`src/rtl/jtag_bitbang_sched.sv`:
```
// jtag_bitbang_sched: two-source JTAG bit-bang arbiter, tagged FIFO and paced executor.
// Optional statistics counters are enabled with `define JTAG_SCHED_STATS_EN.
module jtag_bitbang_sched #(
    parameter int unsigned FIFO_DEPTH  = 4,
    parameter int unsigned HOLD_CYCLES = 2
) (
    input  logic       clk_i,
    input  logic       rst_ni,
    input  logic       enable_i,
    input  logic       req0_valid_i,
    output logic       req0_ready_o,
    input  logic [4:0] req0_cmd_i,
    input  logic       req0_lock_i,
    input  logic       req1_valid_i,
    output logic       req1_ready_o,
    input  logic [4:0] req1_cmd_i,
    input  logic       req1_lock_i,
    output logic       rsp_valid_o,
    input  logic       rsp_ready_i,
    output logic       rsp_tdo_o,
    output logic       rsp_id_o,
    output logic       jtag_tck_o,
    output logic       jtag_tms_o,
    output logic       jtag_tdi_o,
    output logic       jtag_trst_o,
    output logic       jtag_srst_o,
    output logic       blink_o,
    input  logic       jtag_tdo_i,
    output logic [1:0] owner_o
`ifdef JTAG_SCHED_STATS_EN
    ,
    output logic [15:0] tck_rise_cnt_o,
    output logic [7:0]  grant_switch_cnt_o
`endif
);

    localparam int unsigned PW = $clog2(FIFO_DEPTH);
    localparam int unsigned CW = PW + 1;
    localparam int unsigned HW = (HOLD_CYCLES > 1) ? $clog2(HOLD_CYCLES + 1) : 1;
    localparam logic [HW-1:0] HOLD_LD = HW'(HOLD_CYCLES);

    typedef enum logic [1:0] {A_IDLE = 2'b00, A_OWN0 = 2'b01, A_OWN1 = 2'b10} arb_e;
    typedef enum logic [1:0] {X_EXEC, X_HOLD, X_RSP} exe_e;

    arb_e            arb_q, arb_d;
    logic            rr_q, rr_d;
    exe_e            exe_q, exe_d;
    logic [HW-1:0]   hold_q, hold_d;
    logic [5:0]      mem_q [FIFO_DEPTH];
    logic [5:0]      mem_d [FIFO_DEPTH];
    logic [PW-1:0]   wr_q, wr_d, rd_q, rd_d;
    logic [CW-1:0]   cnt_q, cnt_d;
    logic [5:0]      pins_q, pins_d;
    logic            rsp_valid_q, rsp_valid_d;
    logic            rsp_tdo_q, rsp_tdo_d;
    logic            rsp_id_q, rsp_id_d;

    logic            full, push, pop, push_id;
    logic [4:0]      push_cmd;
    logic [5:0]      head;
    logic [1:0]      op;
    logic [2:0]      dat;

    assign full = (cnt_q == CW'(FIFO_DEPTH));
    assign head = mem_q[rd_q];
    assign op   = head[4:3];
    assign dat  = head[2:0];

    // Arbiter: grant from IDLE, accept from the owner, release when idle and unlocked.
    always_comb begin
        arb_d        = arb_q;
        rr_d         = rr_q;
        req0_ready_o = 1'b0;
        req1_ready_o = 1'b0;
        push         = 1'b0;
        push_id      = 1'b0;
        push_cmd     = req0_cmd_i;
        unique case (arb_q)
            A_IDLE: begin
                if (req0_valid_i && req1_valid_i) begin
                    arb_d = rr_q ? A_OWN1 : A_OWN0;
                end else if (req0_valid_i) begin
                    arb_d = A_OWN0;
                end else if (req1_valid_i) begin
                    arb_d = A_OWN1;
                end
            end
            A_OWN0: begin
                req0_ready_o = !full;
                push         = req0_valid_i && !full;
                if (!req0_valid_i && !req0_lock_i) begin
                    arb_d = A_IDLE;
                    rr_d  = 1'b1;
                end
            end
            A_OWN1: begin
                req1_ready_o = !full;
                push         = req1_valid_i && !full;
                push_id      = 1'b1;
                push_cmd     = req1_cmd_i;
                if (!req1_valid_i && !req1_lock_i) begin
                    arb_d = A_IDLE;
                    rr_d  = 1'b0;
                end
            end
            default: arb_d = A_IDLE;
        endcase
    end

    // FIFO bookkeeping: entries carry the requester id alongside the command.
    always_comb begin
        mem_d = mem_q;
        wr_d  = wr_q;
        rd_d  = rd_q;
        if (push) begin
            mem_d[wr_q] = {push_id, push_cmd};
            wr_d        = wr_q + 1'b1;
        end
        if (pop) begin
            rd_d = rd_q + 1'b1;
        end
        cnt_d = cnt_q + CW'(push) - CW'(pop);
    end

    // Executor: pop and apply commands, pace WRITEs, hold READ responses.
    always_comb begin
        exe_d       = exe_q;
        hold_d      = hold_q;
        pins_d      = pins_q;
        rsp_valid_d = rsp_valid_q;
        rsp_tdo_d   = rsp_tdo_q;
        rsp_id_d    = rsp_id_q;
        pop         = 1'b0;
        unique case (exe_q)
            X_EXEC: begin
                if (enable_i && cnt_q != '0) begin
                    pop = 1'b1;
                    unique case (op)
                        2'b00: begin
                            pins_d[5:3] = dat;
                            hold_d      = HOLD_LD;
                            if (HOLD_CYCLES != 0) begin
                                exe_d = X_HOLD;
                            end
                        end
                        2'b01: pins_d[2:1] = dat[1:0];
                        2'b10: pins_d[0] = dat[0];
                        2'b11: begin
                            rsp_valid_d = 1'b1;
                            rsp_tdo_d   = jtag_tdo_i;
                            rsp_id_d    = head[5];
                            exe_d       = X_RSP;
                        end
                    endcase
                end
            end
            X_HOLD: begin
                if (enable_i) begin
                    if (hold_q <= HW'(1)) begin
                        hold_d = '0;
                        exe_d  = X_EXEC;
                    end else begin
                        hold_d = hold_q - 1'b1;
                    end
                end
            end
            X_RSP: begin
                if (rsp_ready_i) begin
                    rsp_valid_d = 1'b0;
                    exe_d       = X_EXEC;
                end
            end
            default: exe_d = X_EXEC;
        endcase
    end

    // State, FIFO and pin registers.
    always_ff @(posedge clk_i or negedge rst_ni) begin
        if (!rst_ni) begin
            arb_q       <= A_IDLE;
            rr_q        <= 1'b0;
            exe_q       <= X_EXEC;
            hold_q      <= '0;
            wr_q        <= '0;
            rd_q        <= '0;
            cnt_q       <= '0;
            pins_q      <= '0;
            rsp_valid_q <= 1'b0;
            rsp_tdo_q   <= 1'b0;
            rsp_id_q    <= 1'b0;
            for (int i = 0; i < FIFO_DEPTH; i++) begin
                mem_q[i] <= '0;
            end
        end else begin
            arb_q       <= arb_d;
            rr_q        <= rr_d;
            exe_q       <= exe_d;
            hold_q      <= hold_d;
            wr_q        <= wr_d;
            rd_q        <= rd_d;
            cnt_q       <= cnt_d;
            pins_q      <= pins_d;
            rsp_valid_q <= rsp_valid_d;
            rsp_tdo_q   <= rsp_tdo_d;
            rsp_id_q    <= rsp_id_d;
            mem_q       <= mem_d;
        end
    end

    assign owner_o     = arb_q;
    assign jtag_tck_o  = pins_q[5];
    assign jtag_tms_o  = pins_q[4];
    assign jtag_tdi_o  = pins_q[3];
    assign jtag_trst_o = pins_q[2];
    assign jtag_srst_o = pins_q[1];
    assign blink_o     = pins_q[0];
    assign rsp_valid_o = rsp_valid_q;
    assign rsp_tdo_o   = rsp_tdo_q;
    assign rsp_id_o    = rsp_id_q;

`ifdef JTAG_SCHED_STATS_EN
    logic [15:0] tck_rise_q, tck_rise_d;
    logic [7:0]  gsw_q, gsw_d;
    logic [1:0]  prev_own_q, prev_own_d;

    // Saturating TCK-rise and owner-switch counters.
    always_comb begin
        tck_rise_d = tck_rise_q;
        gsw_d      = gsw_q;
        prev_own_d = prev_own_q;
        if (pop && op == 2'b00 && dat[2] && !pins_q[5] && tck_rise_q != 16'hFFFF) begin
            tck_rise_d = tck_rise_q + 16'd1;
        end
        if (arb_q == A_IDLE && arb_d != A_IDLE) begin
            prev_own_d = arb_d;
            if (arb_d != prev_own_q && gsw_q != 8'hFF) begin
                gsw_d = gsw_q + 8'd1;
            end
        end
    end

    // Statistics registers.
    always_ff @(posedge clk_i or negedge rst_ni) begin
        if (!rst_ni) begin
            tck_rise_q <= '0;
            gsw_q      <= '0;
            prev_own_q <= '0;
        end else begin
            tck_rise_q <= tck_rise_d;
            gsw_q      <= gsw_d;
            prev_own_q <= prev_own_d;
        end
    end

    assign tck_rise_cnt_o     = tck_rise_q;
    assign grant_switch_cnt_o = gsw_q;
`endif

endmodule

```
`config.mk`:
```
export PLATFORM = sky130hd
export DESIGN_NAME = jtag_bitbang_sched
export DESIGN_NICKNAME = d
export VERILOG_FILES = /design/src/rtl/jtag_bitbang_sched.sv
export SDC_FILE = /design/constraint.sdc
export NUM_CORES = 1
export LEC_CHECK = 0
export CORE_AREA = 2 2 71 73
export CTS_BUF_LIST = sky130_fd_sc_hd__clkbuf_16
export DETAILED_ROUTE_END_ITERATION = 7
export DIE_AREA = 0 0 73 75
export PLACE_DENSITY = 0.72
export SLEW_MARGIN = 20
export SYNTH_ARGS = -nofsm -noshare
export SYNTH_HDL_FRONTEND = slang
export SYNTH_SLANG_ARGS = --single-unit
```
`constraint.sdc`:
```
create_clock -name clk_i -period 5.8 [get_ports clk_i]
set_input_delay 1.74 -clock clk_i [delete_from_list [all_inputs] [get_ports clk_i]]
set_output_delay 1.74 -clock clk_i [all_outputs]
set_load 0.02 [all_outputs]
```
# Word-level counts from Yosys, hierarchy flattened
# Cells that the tools add are included.
[op_classes]
add_sub_neg = 5
order_cmp = 4
n_eq_ne = 18
mux = 38
bitwise = 2
reduce_logical = 28
[ops]
columns = ["op", "n"]
rows = [
  ["2-bit two-way mux", 14],
  ["24-bit bitwise mux", 1],
  ["6-bit two-way mux", 3],
  ["3-bit AND reduction", 6],
  ["6-bit binary-select mux with 2-bit select", 1],
  ["6-bit demux with 2-bit select", 1],
  ["2-bit != test (second input constant)", 6],
  ["2-bit one-hot mux with 3 select lines", 2],
  ["1-bit two-way mux", 10],
  ["2-bit equality test (second input constant)", 4],
  ["2-bit one-hot mux with 2 select lines", 2],
  ["4-bit AND reduction", 2],
  ["1-bit logical AND", 7],
  ["2-bit by 1-bit equality test with 1-bit output (second input constant)", 3],
  ["3-bit >= comparator (second input constant)", 2],
  ["2-bit logical NOT", 3],
  ["2-bit inverter with 3-bit output", 2],
  ["1-bit one-hot mux with 2 select lines", 3],
  ["2-bit nonzero test", 3],
  ["1-bit logical NOT", 5],
  ["5-bit two-way mux", 1],
  ["5-bit AND reduction", 1],
  ["2-bit by 1-bit adder with 2-bit output (second input constant)", 2],
  ["2-bit by 1-bit != test with 1-bit output (second input constant)", 2],
  ["other kinds (9)", 9],
]
[totals]
reg_bits = 47

# Logic depth before layout (Yosys ltp)
[logic_depth]
depth_word = 8
ltp_mapped = 11
mapped_depth_nobuf = 11

# Worst setup path after synthesis
# No wires, ideal clock.
[synth_timing]
kind = "input -> register"
startpoint = "input enable_i"
endpoint = "register cnt_q[2]"
setup_ns = 0.123
arrival_ns = 3.620
slack_ns = 2.058
stages = 10
n_path_buf = 1
cell_sequence = "or3b_2 -> clkbuf_1 -> nor2_1 -> ha_1 -> inv_1 -> ha_1 -> inv_1 -> fa_1 -> xnor2_1 -> xnor2_1"
[synth_via]
elab_chain_cells = 4
[synth_rtl]
columns = ["element", "line", "source"]
rows = [
  ["from (decl)", "9", "input logic enable_i,"],
  ["1-bit logical AND", "136", "if (enable_i && cnt_q != '0) begin"],
  ["1-bit two-way mux", "136", ""],
  ["1-bit two-way mux", "134", "unique case (exe_q)"],
  ["net pop", "58", "logic full, push, pop, push_id;"],
  ["3-bit by 1-bit subtractor with 3-bit output", "122", "cnt_d = cnt_q + CW'(push) - CW'(pop);"],
  ["net cnt_d[2]", "52", "logic [CW-1:0] cnt_q, cnt_d;"],
  ["to (signal assigned)", "201", "cnt_q <= cnt_d;"],
  ["to (decl)", "52", ""],
]
# The timed path passes the listed nets, and every way through them passes these cells.
# A chain may end at the register's enable or synchronous reset.

# Worst setup path in the final report
# Same ends and word-level chain as after synthesis.

==> results.md <==
- Number of maximum-capacitance constraint violations: 0
- Mapped Area: between 2000 and 2500 sq um
- Antenna diode count: 0
- Run status: completed
- Areal power density over the cells: approximately 560 nW/um^2
- Share of post-route cells with drive strength above 1: 26.0%
- Row cnt: 25
- Count of non-filler cells in the finished layout: 250
- Launch point of the critical path: enable_i
- Cells on worst reg2reg path: 11
- GRT Overall Usage: approximately 17%
- Wire length of the first global-routing pass: 6.91 mm
- Post-detailed-route count of antenna-violating nets: 0
- Number of top-level pins: 32
- # nets final: about 230
- TNS Setup: 0 ns
- Maximum operating frequency: between 0.2 and 0.25 GHz
- Overall die width: 73 microns
- Vertical die dimension: about 75 microns
- Deepest clock path buffer count: 2
- Relative max-transition margin: 43.4%
- Remaining Overflow, GRT: 0
- Commonest cells after routing, fill and taps aside: sky130_fd_sc_hd__dfrtp_1, sky130_fd_sc_hd__mux2_2, sky130_fd_sc_hd__clkdlybuf4s50_1
- Worst R2R End: cnt_q[2]
- Count of buffers from port buffering: 31
- Utilization of the core after routing: 59.4%
- Leakage component of the power: about 0.0012 uW
- Vias after detailed routing: 1,404
- Arrival @ worst endpoint: ~4.2 ns
- Placeable core region: 4660 sq um
- Setup Fix Bufs, Post-CTS: 0
- Post-detailed-route DRC marker count: 0
- Max-slew violation count: 0
- Nets in the synthesized netlist: roughly 190
- Post-detailed-route wirelength per cell: 16.1 microns
- Final min period: ~4 ns
- Placer's final routability congestion estimate: ~0.79
- Synthesis Warnings: 0
- Maximum resistive drop on vdd: ~210 uV
- Final Setup Violations: 0
- Prevailing post-synth register cell: sky130_fd_sc_hd__dfrtp_1
- Seq cells post-synth: 47
- Kind of critical path: in -> reg
- Number of H-tree branching levels: 2
- Via count of the first global-routing pass: 1,476
- Area growth from synthesis to layout: 21.1%
- Most common library cell in the layout ignoring fill and taps: sky130_fd_sc_hd__dfrtp_1
- Placed instance count: 243
- Setup slack on the worst flop-to-flop path: 2.95 ns
- Initial cell density of the core: 49.1%
- Initial antenna violation count: 0
- DR iter-0 viols: 44
- Final HPWL from detailed placement: just under 3 mm
- Maximum net fanout on the critical path: 6
- Final hold vios: 0
- Routed wire length: 4.04 mm
- CTS tree: built
- CP Capture Type: flip-flop
- Number of flops mapped to enable cells by yosys: 0
- Critical path data required time: between 5 and 6 ns
- Hold Crit Class: reg -> reg
- RSZ-0062 raised after global routing: no
- Clk Tree Root Cell: sky130_fd_sc_hd__clkbuf_16
- Ys async rst share: 100%
- Share of synthesized area occupied by flip-flops and latches: about half
- Post-Syn Instances: ~160
- Quantity of gates resized following cts: 0
- Destination of the critical timing path: cnt_q[2]
- Worst hold-check slack: roughly 0.48 ns
- Count of different cell masters after synthesis: 39
- Clk slew on worst S/H paths: 0.06 ns
- Per-cell via count in the routed design: around 5.6
- Number of optimization iterations in the first detailed-route pass: 4
- Startpoint types: input pin
- Syn avg cell area: 14.0 sq um
- Num Clock Sinks: between 40 and 50
- Floorplan die area: approximately 5500 sq um
- Worst slew pin tran: 0.842 ns
- Worst flop-to-flop path startpoint: owner_o[0]
- CTS hold repair buffers: 0
- Portion of the clock cycle consumed by the worst path in the final layout: 69.2%
- Clock insertion delay at the later pin of the skew report: 0.28 ns
- Clock tree skew after final layout: 0.00355 ns
- Largest net degree at the start of global routing: 48
- Total CTS buffers: 5
==> worst min path at each step <==
stage                          from         to  slack [ns]  cells after the start
after floorplan           hold_q[1]  hold_q[1]        0.45                      1
after global placement    hold_q[1]  hold_q[1]        0.46                      1
after detailed placement  hold_q[1]  hold_q[1]        0.47                      1
after CTS                 hold_q[1]  hold_q[1]        0.48                      1
after global routing      hold_q[1]  hold_q[1]        0.51                      1
final                     hold_q[1]  hold_q[1]        0.48                      1
==> power by group <==
group	switching (uW)	internal [uW]
Sequential	114	490
Clock	110	155
Combinational	306	375
Total	531	1020
==> routing by layer <==
metal | part of all wire, % | up-vias | track usage (%) | wire [microns]
li1 | - | 661 | - | -
met1 | 45 | 708 | 22.1 | 1820
met2 | 50 | 27 | 26.9 | 2010
met5 | 0 | - | 0 | 0
met4 | 1.9 | 0 | 7.41 | 76
met3 | 3.4 | 8 | 4.69 | 136
==> through the flow <==
step	power, uW	cell area, sq um	worst slack, ns
after floorplan	1100	2290	2.06
after global placement	1270	2630	1.55
after detailed placement	1300	2630	1.47
after CTS	1570	2770	1.78
after global routing	1670	2770	1.68
final	1550	2770	1.79
==> state kept, by name, indices dropped and copies added (netlist names), 2 cells and up <==
signal / count
hold_q: 2
exe_q: 2
wr_q: 2
mem_q: 24
pins_q: 6
rd_q: 2
owner_o: 2
cnt_q: 3
==> logic make-up (layout without fill, tap and decap cells) <==
kind of cell,count (synthesis),after routing,synth area share (%)
compound gates,17,17,5.53
mux,45,45,25.1
fa+ha+maj,10,10,5.80
xor+xnor,5,5,1.92
simple gates,23,23,7.28
flops,47,47,51.4
buf+inv,16,49,2.95
==> final cells by class <==
class	instances	area (sq um)
fillers	365	1890
flip-flops and latches	47	1180
multi-input cells	100	1040
repair buffers	31	308
clock buffers	5	125
well taps	54	67.6
inverters	11	41.3
clock inverters	2	8.76
==> worst max-delay path, cell delays in order <==
cell	delay, ns
sky130_fd_sc_hd__clkdlybuf4s50_1	0.49
sky130_fd_sc_hd__or3b_2	0.55
sky130_fd_sc_hd__nor2_1	0.26
sky130_fd_sc_hd__ha_1	0.28
sky130_fd_sc_hd__inv_1	0.05
sky130_fd_sc_hd__ha_1	0.12
sky130_fd_sc_hd__inv_1	0.04
sky130_fd_sc_hd__fa_1	0.37
sky130_fd_sc_hd__xnor2_1	0.14
sky130_fd_sc_hd__xnor2_1	0.12
==> synth_stat cells (2+ instances only) <==
cell	number	area, sq um
sky130_fd_sc_hd__xnor2_1	3	26.3
sky130_fd_sc_hd__ha_1	9	113
sky130_fd_sc_hd__nand4_1	4	25.0
sky130_fd_sc_hd__a31oi_1	2	12.5
sky130_fd_sc_hd__clkbuf_1	4	15.0
sky130_fd_sc_hd__or3b_2	2	17.5
sky130_fd_sc_hd__nand2_1	3	11.3
sky130_fd_sc_hd__nor2_1	2	7.51
sky130_fd_sc_hd__dfrtp_1	47	1180
sky130_fd_sc_hd__a21o_1	2	15.0
sky130_fd_sc_hd__mux4_2	6	135
sky130_fd_sc_hd__o21ai_0	3	15.0
sky130_fd_sc_hd__mux2_2	34	383
sky130_fd_sc_hd__and2_1	2	12.5
sky130_fd_sc_hd__inv_1	11	41.3
sky130_fd_sc_hd__mux2_1	5	56.3
sky130_fd_sc_hd__xor2_1	2	17.5
No activity file was read; power rests on OpenSTA's default activity.
==> variant: new RTL, same flow settings <==
Set the parameter `HOLD_CYCLES` to 1 (it was 2).
--- a/src/rtl/jtag_bitbang_sched.sv
+++ b/src/rtl/jtag_bitbang_sched.sv
@@ -4,3 +4,3 @@
     parameter int unsigned FIFO_DEPTH  = 4,
-    parameter int unsigned HOLD_CYCLES = 2
+    parameter int unsigned HOLD_CYCLES = 1
 ) (
Check against the original RTL: not equivalent (a bounded check fails within 10 cycles, from zero or initial values and one cycle with rst_ni low).
==> variant against the unedited design <==
Sequential power decreased by 4.3%. Highest routed layer unchanged. Clock skew increased by 0.00076 ns. Power increased by 1.3%. Wire length increased by 6.9%. Synthesized area decreased by 4.4%. Worst setup slack improved by 0.21 ns. Final area decreased by 2.3%. Sequential cell count decreased by 2.
==> variant: results <==
set metrics [dict create \
    final_nets 216 \
    grt_pass1_vias 1437 \
    hold_path.startpoint "mem_q[0]" \
    syn_inst 154 \
    track_usage_pct 17.6 \
    vdd_drop_max_mv 0.215 \
    drt_iter0_markers 53 \
    place_ws_ns 1.93 \
    muxShareOfSynthArea_pct 26.9 \
    seq_area_frac_synth_pct 51.5 \
    crit_path_start "owner_o[0]" \
    ys_top_cells_by_count "45 x dfrtp_1, 39 x mux2_2, 8 x ha_1" \
    hpwlAfterDp_um 3120 \
    place_congestion 0.778 \
    clock_skew_ns 0.00431 \
    synth_fa_ha_area_share_pct 5.49 \
    worst_slew_pin_slew_ns 0.608 \
    max-clock-path-buffers 2 \
    place_inst 235 \
    postPlaceCellArea_um2 2540 \
    outcome "finished clean" \
    wl_per_cell_um 17.8 \
    antenna_cells 0 \
    antenna_found_initial 0 \
    cpMaxStageDelayCell "clkdlybuf4s50_1" \
    first_pass_iters 4 \
    arrival_ns 2.06 \
    grt_max_degree 46 \
    cts_buffers 5 \
    slowest_delay_ns 0.59 \
    synthXorXnorAreaFrac_pct 2.40 \
    netlist-cell-type-count 32 \
    synth_nets 182 \
    leakagePower_uw 0.00119 \
    wl_um 4320 \
    synth_compound_gate_area_share_pct 4.23 \
    viasPerCell 5.64 \
    grt_pass1_wl_um 7130 \
    drive_gt1_share_pct 27.5 \
    worst-path-max-fanout 13 \
    ys_top_cells_by_area "dfrtp_1 51%, mux2_2 20%, mux4_1 4.8%" \
]
-- variant: cell families after synthesis --
family | after synthesis
compound gates | 13
xor+xnor | 6
fa+ha+maj | 9
buf+inv | 10
flops | 45
mux | 45
simple gates | 26
-- variant: worst paths after layout --
kind                           endpoint  slack (ns)  cells past startpoint
setup / recovery           req1_ready_o        2.00                      4
hold reg to reg                mem_q[0]        0.50                      1
setup reg to reg               cnt_q[2]        3.13                      9
min in group asynchronous      cnt_q[2]        1.45                      1
max in group asynchronous     mem_q[12]        3.97                      1
hold / removal                 mem_q[0]        0.50                      1
-- variant: cell type report --
| class | count | area (µm²) |
|---|---|---|
| clock buffer | 5 | 125 |
| clock inverter | 3 | 41.3 |
| fill | 371 | 1950 |
| inverter | 6 | 22.5 |
| multi-input combinational | 99 | 1020 |
| sequential | 45 | 1130 |
| tap | 54 | 67.6 |
| timing repair buffer | 31 | 308 |
-- variant: power by group --
part,internal (µW),leakage (µW),total [µW],switching (µW)
logic,371,0.000556,671,300
clock network,202,0.0000775,321,119
registers,469,0.000553,578,109
total,1040,0.00119,1570,528
-- variant: worst max-delay path, delay by kind of cell, from the launching register on --
family                     cells  cell delay, ns
and+or+nand+nor                1            0.20
buffers and inverters          2            0.68
DFF                            1            0.41
adders and majority gates      1            0.47
-- variant: stage by stage --
stage | hold slack, ns | utilization (%)
finish | 0.501 | 58.1
CTS | 0.502 | 58.0
global placement | 0.478 | 54.4
global route | 0.518 | 58.1
detailed placement | 0.489 | 54.4
floorplan | 0.454 | -
-- variant: metal layers --
| metal | global-route usage, % | up-vias | part of all wire, % |
|---|---|---|---|
| met5 | 0 | - | 0 |
| met4 | 7.00 | 0 | 1.7 |
| met1 | 20.9 | 694 | 42 |
| met3 | 5.62 | 9 | 3.6 |
| met2 | 29.8 | 26 | 52 |
| li1 | - | 642 | - |
